File: src/rtl/rt_pkg.sv
// Shared ray-trace pipeline types: pixel format, framebuffer FSM states and default raster size.
// Also used by the scan-out block, so keep H_RES/V_RES here as the single source.
package rt_pkg;

  localparam int H_RES = 320;
  localparam int V_RES = 180;

  typedef struct packed {
    logic [7:0] r;
    logic [7:0] g;
    logic [7:0] b;
  } rgb24_t;

  typedef enum logic [1:0] {
    IDLE,
    WRITE,
    WAIT_SWAP
  } fb_state_e;

  function automatic logic [15:0] pack_rgb565(input rgb24_t p);
    return {p.r[7:3], p.g[7:2], p.b[7:3]};
  endfunction

endpackage

File: src/rtl/raster_counter.sv
// Raster position counter: x/y plus a running linear index y*H_RES+x, no multiplier.
// All outputs registered; advances by one pixel per cycle with advance high, wraps after the last pixel.
module raster_counter #(
  parameter int H_RES = 320,
  parameter int V_RES = 180,
  parameter int XW    = (H_RES > 1) ? $clog2(H_RES) : 1,
  parameter int YW    = (V_RES > 1) ? $clog2(V_RES) : 1,
  parameter int IW    = (H_RES * V_RES > 1) ? $clog2(H_RES * V_RES) : 1
) (
  input  logic          clk,
  input  logic          rst,
  input  logic          advance,
  input  logic          clear,
  output logic [XW-1:0] x,
  output logic [YW-1:0] y,
  output logic [IW-1:0] idx,
  output logic          last
);

  logic x_end;

  assign x_end = (x == XW'(H_RES - 1));
  assign last  = x_end && (y == YW'(V_RES - 1));

  always_ff @(posedge clk) begin
    if (rst || clear) begin
      x   <= '0;
      y   <= '0;
      idx <= '0;
    end else if (advance) begin
      if (last) begin
        x   <= '0;
        y   <= '0;
        idx <= '0;
      end else if (x_end) begin
        x   <= '0;
        y   <= y + 1'b1;
        idx <= idx + 1'b1;
      end else begin
        x   <= x + 1'b1;
        idx <= idx + 1'b1;
      end
    end
  end

endmodule

File: src/rtl/pixel_fb_writer.sv
// Packs the shaded 24-bit pixel stream to RGB565 into a double-buffered framebuffer; write latency 1.
// tready is high only while drawing a frame; buffers swap in vblank after the last pixel is written.
module pixel_fb_writer #(
  parameter int H_RES  = rt_pkg::H_RES,
  parameter int V_RES  = rt_pkg::V_RES,
  parameter int ADDR_W = $clog2(H_RES * V_RES) + 1
) (
  input  logic              aclk,
  input  logic              areset,
  input  logic              frame_start,
  input  logic [23:0]       pixel_axis_tdata,
  input  logic              pixel_axis_tvalid,
  output logic              pixel_axis_tready,
  input  logic              display_vblank,
  output logic              fb_we,
  output logic [ADDR_W-1:0] fb_addr,
  output logic [15:0]       fb_wdata,
  output logic              display_buf,
  output logic              frame_done,
  output logic              busy
);

  import rt_pkg::*;

  localparam int XW = (H_RES > 1) ? $clog2(H_RES) : 1;
  localparam int YW = (V_RES > 1) ? $clog2(V_RES) : 1;

  fb_state_e         state;
  fb_state_e         state_next;
  logic              tready_q;
  logic              write_buf;
  logic              accept;
  logic              swap;
  logic              cnt_clear;
  logic [XW-1:0]     x_pos;
  logic [YW-1:0]     y_pos;
  logic [ADDR_W-2:0] idx;
  logic              last_px;

  assign accept    = pixel_axis_tvalid && tready_q;
  assign cnt_clear = (state == IDLE) && frame_start;

  raster_counter #(
    .H_RES (H_RES),
    .V_RES (V_RES),
    .XW    (XW),
    .YW    (YW),
    .IW    (ADDR_W - 1)
  ) u_raster_counter (
    .clk     (aclk),
    .rst     (areset),
    .advance (accept),
    .clear   (cnt_clear),
    .x       (x_pos),
    .y       (y_pos),
    .idx     (idx),
    .last    (last_px)
  );

  always_comb begin
    state_next = state;
    swap       = 1'b0;
    case (state)
      IDLE:      if (frame_start) state_next = WRITE;
      WRITE:     if (accept && last_px) state_next = WAIT_SWAP;
      WAIT_SWAP: begin
        if (display_vblank) begin
          state_next = IDLE;
          swap       = 1'b1;
        end
      end
      default:   state_next = IDLE;
    endcase
  end

  always_ff @(posedge aclk) begin
    if (areset) begin
      state      <= IDLE;
      tready_q   <= 1'b0;
      write_buf  <= 1'b0;
      fb_we      <= 1'b0;
      fb_addr    <= '0;
      fb_wdata   <= '0;
      frame_done <= 1'b0;
    end else begin
      state      <= state_next;
      tready_q   <= (state_next == WRITE);
      fb_we      <= accept;
      frame_done <= swap;
      if (accept) begin
        fb_addr  <= {write_buf, idx};
        fb_wdata <= pack_rgb565(rgb24_t'(pixel_axis_tdata));
      end
      if (swap) write_buf <= ~write_buf;
    end
  end

  // Raster position must stay inside the visible frame.
  always_ff @(posedge aclk) begin
    if (!areset) begin
      assert (x_pos <= XW'(H_RES - 1) && y_pos <= YW'(V_RES - 1));
    end
  end

  assign pixel_axis_tready = tready_q;
  assign display_buf       = ~write_buf;
  assign busy              = (state != IDLE);

endmodule

File: config.mk
export PLATFORM = sky130hd
export DESIGN_NAME = pixel_fb_writer
export DESIGN_NICKNAME = d
export VERILOG_FILES = /design/src/rtl/rt_pkg.sv /design/src/rtl/raster_counter.sv /design/src/rtl/pixel_fb_writer.sv
export SDC_FILE = /design/constraint.sdc
export NUM_CORES = 1
export LEC_CHECK = 0
export CAP_MARGIN = 20
export CORE_UTILIZATION = 35
export CTS_CLUSTER_DIAMETER = 200
export DETAILED_ROUTE_END_ITERATION = 7
export PLACE_DENSITY_LB_ADDON = 0.08
export REMOVE_ABC_BUFFERS = 1
export SETUP_SLACK_MARGIN = 0.1
export SYNTH_ARGS = -nofsm -noshare
export SYNTH_HDL_FRONTEND = slang
export SYNTH_SLANG_ARGS = --single-unit
File: constraint.sdc
create_clock -name aclk -period 1.88 [get_ports aclk]
set_input_delay 0.376 -clock aclk [delete_from_list [all_inputs] [get_ports aclk]]
set_output_delay 0.376 -clock aclk [all_outputs]
set_load 0.03 [all_outputs]
### Yosys cells after proc, flatten, opt, wreduce, memory -nomap -nowiden

Index checks and enable logic that the tools add are counted.

* add/subtract/negate cells: 3
* div/mod/pow operators: 0
* shifts and indexed selects: 0
* equality and inequality tests: 5
* reductions and logical operators: 9
* muxes and demuxes: 11
* order comparisons: 0
* multiply operators: 0
* bitwise gates (word level): 1

Operators by type and width (number)
* $mux 9: 2
* $add 16x1->16 const B: 1
* $mux 16: 1
* $mux 8: 2
* $add 9x1->9 const B: 1
* $eq 9x9->1 const B: 1
* $add 8x1->8 const B: 1
* $eq 8x8->1 const B: 1
* $mux 2: 3
* $pmux 2 s3: 1
* $eq 2x1->1 const B: 2
* $logic_and 1x1->1: 4
* $reduce_bool 2->1: 2
* $eq 2x2->1 const B: 1
* $logic_not 2->1: 1
* $mux 1: 2
* $reduce_and 2->1: 1
* $logic_or 1x1->1: 1
* $not 1->1: 1

* bits in latches: 0
* memories: 0
* memory bits (writable): 0
* logic and storage cells: 39
* flip-flop bits (word level): 72
* ROM bits: 0
* output and inout bits: 38

### Logic depth before layout (Yosys ltp)

Gate-level depths: netlist of the first run.

* depth in word-level cells: 6
* depth in mapped cells: 7
* mapped depth without buffers: 5

### By module

A second synthesis of the first run with hierarchy kept.

* cells, all modules: 362
* area total of the unflattened synthesis: 3427.0 um^2

Modules (own cells, without submodules)
* pixel_fb_writer: instances 1, sequential area each 780.7 um^2, area each 1841.8 um^2, cells an instance 174
* raster_counter: instances 1, sequential area each 660.6 um^2, area each 1585.3 um^2, cells an instance 188

### Least setup slack after synthesis of the first run

No wires, ideal clock.

* path type: reg-to-reg
* from: reg tready_q (netlist: pixel_axis_tready)
* to: reg state[1]
* path buffers: 1
* cell stages (with the launch flop): 6
* path slack: -134 ps
* data arrival time: 1944 ps
* setup time: 70 ps
* clock period less this slack: 2014 ps
* path through: dfxtp_1 > nand4_1 > or3_1 > buf_2 > or4b_1 > a21oi_1

* longest elaborated chain between the ends: 4

RTL lines
* from (decl): RTL line pixel_fb_writer.sv:30 `logic tready_q;`
* from (signal assigned): RTL line pixel_fb_writer.sv:87 `tready_q <= (state_next == WRITE);`
* $logic_and 1x1->1: RTL line pixel_fb_writer.sv:40 `assign accept = pixel_axis_tvalid && tready_q;`
* $logic_and 1x1->1: RTL line pixel_fb_writer.sv:65 `WRITE: if (accept && last_px) state_next = WAIT_SWAP;`
* $mux 2: RTL line pixel_fb_writer.sv:65
* $pmux 2 s3: RTL line pixel_fb_writer.sv:63 `case (state)`
* to (signal assigned): RTL line pixel_fb_writer.sv:86 `state <= state_next;`
* to (decl): RTL line pixel_fb_writer.sv:28 `fb_state_e state;`

No other way between the ends.
A chain may end at the register's enable or synchronous reset.

### Worst setup path after layout of the first run

* from: reg u_raster_counter.x[7]
* to: reg state[1]

* longest elaborated chain between the ends: 5

RTL lines
* from (decl): RTL line raster_counter.sv:14 `output logic [XW-1:0] x,`
* from (signal assigned): RTL line raster_counter.sv:40 `x <= x + 1'b1;`
* $eq 9x9->1: RTL line raster_counter.sv:22 `assign x_end = (x == XW'(H_RES - 1));`
* $logic_and 1x1->1: RTL line raster_counter.sv:23 `assign last = x_end && (y == YW'(V_RES - 1));`
* $logic_and 1x1->1: RTL line pixel_fb_writer.sv:65
* $mux 2: RTL line pixel_fb_writer.sv:65
* $pmux 2 s3: RTL line pixel_fb_writer.sv:63

No other way between the ends.

==> metrics list, run 1 <==
- The run finished with clean final reports.
- CTS Root Buffer Type: clkbuf_8
- Synthesis inferred 72 register bits.
- Violation count after the first detailed-routing iteration: 126
- Cell internal pwr: 2.17 mW
- Number of nets at the end of the flow: 460
* Most area-hungry cell type in the Yosys netlist: dfxtp_1
- Summed over all cells, the static leakage comes to 1.54 nW.
* Area of the mapped netlist: 0.00285 mm²
- Beginning of the worst register-to-register path: u_raster_counter.x[7]
- Share of the yosys chip area belonging to registers: 0.506
* Setup Skew: 0.00756 ns
* Buffer and inverter count on the worst path: 0
- Sw power: 0.733 mW
- Sorting the synthesized cells by how often they occur yields 75 x nand2_1, 72 x dfxtp_1, 40 x a21oi_1.
- Of the total power, the share spent switching nets is 0.252.
* HP Class: reg -> reg
- Via count: 2546
- The setup check on the worst reg-to-reg path leaves a slack of 0.06 ns.
- nand2_1 is the most common cell in the netlist.
- Global route overflow: 0
* CP max stage cell: or4b_4
* Count of synthesis-stage warnings from yosys: 0
* Worst Reg-to-Reg Cells: 4
- First-pass GRT wire length: 11000 µm
- Counting the buffers created by CTS gives 9.
- At the worst endpoint, the required time is 2.16 ns.
* CTS tree: built
- Arrival time at the worst endpoint: 2.10 ns
* Setup repair after global routing missed its margin: yes
- The worst setup path is launched from a flop.
- The final count of hold timing violations came to 0.
- Post-synth ARST share: 0
* Number of standard cells after synthesis: 343
- In this run the tightest slew margin relative to its limit is 0.730.
* Avg WL per Cell: 11.9 µm
* Initial Utilization: 0.365
- Summed over all nets, the half-perimeter wirelength after detailed placement is 4320 µm.
* Setup crit end kind: flop
* Total routing usage reported by global routing: 0.162
- Once detail routing completed, the nets flagged for antenna violations numbered 0.
- Top FF cell, synth: dfxtp_1
- In this run the worst setup path begins at u_raster_counter.x[7].
- In the final timing run, aggregate negative setup slack is 0 ns.
* Share of the synthesized area in the top cell type: 0.506
* Filler-free cell count of the finished design: 535
- The pre-antenna-repair detailed-routing pass consisted of 4 iterations.
- The tool flagged a number of max-cap violations equal to 0.
* Maximum level of the CTS H-tree: 3
- Via count of the first global-routing pass: 2467
* CTS clock-pin slew for the worst setup and hold paths: 0.08 ns
- During placement, the flow inserted port buffers numbering 58.
- Maximum number of pins on one net before global-route repair: 38
* Total power divided by cell area: 725 mW/mm²
* Category of cells accounting for the largest share of critical-path delay: simple AND/OR/NAND/NOR gates
* Final weighted congestion in routability-driven placement: 0.868
- R2r endpoint: state[1]
- Total Routed Length: 6380 µm
- Setup violations remaining at the end of the flow were counted as 0.
* Setup Slack @ Placement: -0.304 ns
* Tcrit/Tclk final: 0.969
- The die covers 0.00850 mm².
- Vertical extent of the die: 92.2 µm
* Maximum operating frequency: 549 MHz
- The share of total power dissipated in sequential elements is 0.536.
- Walking the worst path, the cells encountered are or3b_4 -> or3_4 -> or4b_4 -> a21oi_2.
- Cell count along the critical path: 4
* Total placed cells including tap cells: 518
* Min Tclk post-route: 1.82 ns
- At the pin with the least slew margin, the transition time is 0.406 ns.
- By area the synthesized netlist is led by dfxtp_1 51%, nand2_1 9.9%, a21oi_1 7.0%.
* Filler Cell Count: 804
* IO Count: 67
* Critical path endpoint: state[1]
- Residual DRC: 0
- Counting flops with a built-in enable in the synthesized netlist gives 0.
* Antenna Cells: 0
- Number of buffers between clock root and the deepest sink: 2
* Avg Inst Size Synth: 8.31 µm²
* Die width: 92.2 µm
- The floorplan has 32 rows.
* Clock network power share: 0.383
- The netlist uses 36 different library cells.
* Type of the setup path with the least slack: reg -> reg
- Hold WS: 0.454 ns
* Logic gate share of total power: 0.080
- Along the worst path, the maximum fanout reaches 7.
* Floorplan Core Area: 0.00781 mm²
- Initial antenna violation count: 0
- Using the TritonRoute via totals, the vias-per-cell ratio works out to 4.76.
- Delay of the slowest cell on the worst path: 0.49 ns
- Synthesis-to-finish area growth: 40.6%
- Max rail drop VDD: 0.357 mV
* Max-slew violation count: 0
- Proportion of layout cells with a drive suffix above 1: 0.157
- Setup slack on the critical path of the routed design comes to 0.0578 ns.
* Clock sink count: 72
* Clock insertion delay at the later pin of the skew report: 0.34 ns
worst register-to-register path, cell delays in order, from the launching register on:
cell and delay, ns:
dfxtp_1 0.31, or3b_4 0.40, or3_4 0.43, or4b_4 0.49, a21oi_2 0.12
power groups by stage:
stage / sequential (mW) / combinational [mW] / clock (mW)
4_1_cts: 1.56 / 0.237 / 1.17
5_1_grt: 1.56 / 0.256 / 1.23
3_3_place_gp: 1.59 / 0.238 / 0
2_1_floorplan: 1.63 / 0.0587 / 0
6_report: 1.56 / 0.234 / 1.11
3_5_place_dp: 1.59 / 0.238 / 0
placed cells by master, fill, tap and decap left out, types with 3 or more instances in the layout:
master / instances
nand2_1: 75
dfxtp_1: 67
clkdlybuf4s50_1: 44
nor2_1: 38
a21oi_1: 37
buf_4: 30
xnor2_1: 20
nand4_1: 12
nor4_1: 11
clkbuf_8: 10
dlymetal6s2s_1: 10
inv_1: 8
nand3_1: 8
xor2_1: 5
dfxtp_2: 5
nor3_1: 4
o21ai_0: 3
a21oi_2: 3
and3_1: 3
dlygate4sd2_1: 3
logic make-up after synthesis:
kind of cell	share of synthesized area
buffers and inverters	0.0334
AOI/OAI and AO/OA	0.101
DFF	0.506
xor gates and xnor gates	0.0769
and+or+nand+nor	0.262
muxes	0.00747
adders and majority gates	0.0132
layer usage:
metal	vias up	wire length, µm	share of wire	track usage
met5	-	0	0	0
met4	0	51	0.0080	0.0690
met3	7	302	0.047	0.0357
met2	57	2720	0.43	0.259
met1	1155	3300	0.52	0.209
li1	1327	-	-	-
registers in the layout, indices dropped and copies added (netlist names):
signal / cells
fb_addr: 17
fb_wdata: 16
fb_we: 1
frame_done: 1
pixel_axis_tready: 1
state: 2
u_raster_counter.idx: 16
u_raster_counter.x: 9
u_raster_counter.y: 8
write_buf: 1
how the worst min path moves through the flow:
stage,startpoint,endpoint,depth (start not counted)
2_1_floorplan,u_raster_counter.idx[15],fb_addr[15],2
3_3_place_gp,write_buf,fb_addr[16],2
3_5_place_dp,fb_addr[13],fb_addr[13],2
4_1_cts,fb_addr[13],fb_addr[13],2
5_1_grt,fb_wdata[15],fb_wdata[15],2
6_report,fb_addr[8],fb_addr[8],2
metrics by stage:
step / total power [mW] / util / instance area [µm²]
floorplan: 1.68 / - / 2780
global placement: 1.83 / 0.480 / 3750
detailed placement: 1.83 / 0.480 / 3750
CTS: 2.96 / 0.506 / 3950
global route: 3.05 / 0.513 / 4010
finish: 2.90 / 0.513 / 4010
timing repair:
| action | CTS | global route |
|---|---|---|
| endpoints found under the hold margin | 0 | 0 |
| cloned | 0 | 0 |
| hold buffers | 0 | 0 |
| setup endpoints to repair | 24 | 19 |
| buffers inserted | 0 | 1 |
| pin swaps | 4 | 5 |
| resized for setup | 14 | 17 |
layout make-up:
cell class | instances | area (µm²) | share of cell area
timing repair buffer | 90 | 867 | 0.216
clock buffer | 10 | 138 | 0.0344
sequential | 72 | 1450 | 0.361
multi-input combinational | 247 | 1350 | 0.338
clock inverter | 6 | 42.5 | 0.0106
inverter | 8 | 30.0 | 0.00750
tap | 102 | 128 | 0.0319
No activity file was read; power rests on OpenSTA's default activity.
==> run 2: changes to the inputs <==
--- a/config.mk
+++ b/config.mk
@@ -6,12 +6,14 @@
 export NUM_CORES = 1
 export LEC_CHECK = 0
 export CAP_MARGIN = 20
+export CORE_ASPECT_RATIO = 1.4
 export CORE_UTILIZATION = 35
 export CTS_CLUSTER_DIAMETER = 200
 export DETAILED_ROUTE_END_ITERATION = 7
 export PLACE_DENSITY_LB_ADDON = 0.08
 export REMOVE_ABC_BUFFERS = 1
 export SETUP_SLACK_MARGIN = 0.1
+export SKIP_CTS_REPAIR_TIMING = 1
 export SYNTH_ARGS = -nofsm -noshare
 export SYNTH_HDL_FRONTEND = slang
 export SYNTH_SLANG_ARGS = --single-unit
==> run 2 against run 1 <==
  * Wire length grew 3.8%
  * Worst hold slack lost 0.0018 ns
  * Largest power group unchanged
  * Total power grew 14%
==> metrics list, run 2 (same netlist as run 1, synthesis figures left out) <==
- Max rail drop VDD: 0.381 mV (was 0.357 mV)
- Die area: 0.00851 mm² (was 0.00850 mm²)
* Data required time at the worst endpoint: 2.15 ns (was 2.16 ns)
- The final count of hold timing violations came to 0 (unchanged).
- Flip-flop count of the largest register, all copies and words added: 17 (unchanged)
- The most common cell after layout, fill and taps aside is nand2_1 (unchanged).
- Leading cell types in the layout, fill and taps excluded: 75 x nand2_1, 68 x dfxtp_1, 40 x a21oi_1, 39 x clkdlybuf4s50_1, 38 x nor2_1 (was 75 x nand2_1, 67 x dfxtp_1, 44 x clkdlybuf4s50_1, 38 x nor2_1, 37 x a21oi_1)
* HP Class: reg -> reg (unchanged)
* CTS tree: built (unchanged)
- Initial Utilization: 0.365 (about the same)
- Floorplan Core Area: 0.00780 mm² (was 0.00781 mm²)
- The initial detailed-routing violation count is 100 (was 126).
* Setup crit end kind: flop (unchanged)
- Final weighted congestion in routability-driven placement: 0.782 (was 0.868)
- Worst Reg-to-Reg Cells: 5 (was 4)
* CP startpoint kind: flop (unchanged)
- Maximum capacitance violations: 0 (unchanged)
- Setup Slack @ Placement: -0.302 ns (was -0.304 ns)
- Max-slew violation count: 0 (unchanged)
* Avg WL per Cell: 12.4 µm (was 11.9 µm)
- Total routing usage reported by global routing: 0.161 (was 0.162)
* Setup repair after global routing missed its margin: yes (unchanged)
- The transition time at the pin with the least slew margin came to 0.363 ns (was 0.406 ns).
- The share of cells above drive strength 1 was 0.147 (was 0.157).
- The post-layout net count came to 461 (was 460).
* Min setup slack post-route: 0.0628 ns (was 0.0578 ns)
- The clock skew was 0.0107 ns (was 0.00756 ns).
- Maximum level of the CTS H-tree: 3 (unchanged)
- Routed via count divided by cell count: 4.83 (was 4.76)
- The remaining max-slew budget at the tightest pin was 0.758 (was 0.730).
- Cell Chain, Critical Path: ha_4 -> nand4_1 -> or3_4 -> or4b_1 -> a21oi_1 (was or3b_4 -> or3_4 -> or4b_4 -> a21oi_2).
- The finished layout cell area was 0.00413 mm² (was 0.00401 mm²).
- Clock sink count: 72 (unchanged)
* Min Tclk post-route: 1.82 ns (about the same)
- The total inserted antenna cells is 0 (unchanged).
- The final clock period utilization by the worst path was 0.967 (was 0.969).
* Arrival time at the worst endpoint: 2.09 ns (was 2.10 ns)
* Residual DRC: 0 (unchanged)
- Registers with the highest flip-flop counts: fb_addr: 17 flops, fb_wdata: 16 flops, u_raster_counter.idx: 16 flops (unchanged).
- Vertical extent of the die: 109 µm (was 92.2 µm)
* Total power divided by cell area: 804 mW/mm² (was 725 mW/mm²)
- Total Routed Length: 6620 µm (was 6380 µm)
- CTS clock-pin slew for the worst setup and hold paths: 0.08 ns (about the same)
* Clock insertion delay at the later pin of the skew report: 0.35 ns (was 0.34 ns)
* Register with the highest flop count: fb_addr (unchanged)
- The HPWL reported at the end of detailed placement came to 4530 µm (was 4320 µm).
- The register-to-register setup slack was 0.06 ns (about the same).
- The total power draw was 3.32 mW (was 2.90 mW).
- The slowest library cell on the worst path was or3_4 (was or4b_4).
- The maximum clock rate is 550 MHz (was 549 MHz).
- R2r endpoint: state[1] (unchanged)
- The endpoint of the worst setup timing path is state[1] (unchanged).
* Result of the run: completed (unchanged)
- The number of placement rows was 38 (was 32).
- Via count: 2577 (was 2546)
- Beginning of the worst register-to-register path: u_raster_counter.x[1] (was u_raster_counter.x[7])
- The final number of setup-violating endpoints was 0 (unchanged).
- Initial antenna violation count: 0 (unchanged)
- CTS buffer count: 9 (unchanged)
- The first-pass GRT wire length was 10700 µm (was 11000 µm).
* Placed cell area: 0.00376 mm² (was 0.00375 mm²)
* Delay of the slowest cell on the worst path: 0.47 ns (was 0.49 ns)
* CTS Root Buffer Type: clkbuf_8 (unchanged)
- The highest net fanout along the worst path was 4 (was 7).
- Die width: 78.3 µm (was 92.2 µm)
* Type of the setup path with the least slack: reg -> reg (unchanged)
* Static leakage: 1.70 nW (was 1.54 nW)
* Synthesis-to-finish area growth: 44.9% (was 40.6%)
- Antenna Nets Post-Route: 0 (unchanged)
- Maximum number of pins on one net before global-route repair: 40 (was 38)
- The overflow left after global routing was 0 (unchanged).
* Iteration count of the initial detailed-routing pass: 4 (unchanged)
* Number of buffers between clock root and the deepest sink: 2 (unchanged)
- Via count of the first global-routing pass: 2400 (was 2467)
- The startpoint of the most critical setup path is u_raster_counter.x[1] (was u_raster_counter.x[7]).
* Port Buf Inserts: 58 (unchanged)
* IO Count: 67 (unchanged)
==> run 2: cell count changes in the layout (fill, tap and decap cells not counted), moves of 2 or more <==
cell / change
clkinv_2: -2
clkdlybuf4s50_1: -5
dlygate4sd2_1: -3
a21oi_2: -3
dlymetal6s2s_1: +9
a21oi_1: +3
bufinv_16: +3
ha_4: +2
ha_2: -2
==> run 2: worst min path at each step <==
stage                        startpoint          end  depth (start not counted)
2_1_floorplan  u_raster_counter.idx[15]  fb_addr[15]                          2
3_3_place_gp                 fb_addr[3]   fb_addr[3]                          2
3_5_place_dp                fb_wdata[5]  fb_wdata[5]                          2
4_1_cts                     fb_wdata[5]  fb_wdata[5]                          2
5_1_grt                     fb_addr[14]  fb_addr[14]                          2
6_report                    fb_wdata[1]  fb_wdata[1]                          2
==> run 2: final cells by class <==
class,instances,area [µm²]
multi-input combinational,247,1360
tap,100,125
fill,763,3670
sequential,72,1450
clock buffer,10,138
inverter,8,30.0
clock inverter,6,115
timing repair buffer,91,917
==> run 2: layer usage <==
layer | up-vias | track usage | part of all wire
li1 | 1333 | - | -
met3 | 12 | 0.0427 | 0.039
met5 | - | 0 | 0
met4 | 0 | 0.0767 | 0.020
met2 | 51 | 0.286 | 0.50
met1 | 1181 | 0.179 | 0.44
==> run 2: where the power goes <==
group / internal, mW / switching [mW] / total (mW)
Combinational: 0.111 / 0.127 / 0.238
Sequential: 1.54 / 0.0126 / 1.56
Clock: 0.924 / 0.599 / 1.52
Total: 2.58 / 0.739 / 3.32
==> run 2: critical path: cells and delay by family, from the launching register on <==
kind | cells | cell delay, ns
AO/OA/AOI/OAI | 1 | 0.14
AND/OR/NAND/NOR | 3 | 1.11
adder cells (fa/ha/maj) | 1 | 0.14
flip-flops | 1 | 0.36
==> run 2: through the flow <==
step,instances,utilization,hold WS (ns),setup TNS (ns)
finish,534,0.529,0.452,0
global route,534,0.529,0.471,0
CTS,532,0.515,0.456,-0.189
detailed placement,516,0.482,0.446,-5.42
global placement,516,0.482,0.442,-4.08
floorplan,327,-,0.426,-14.11
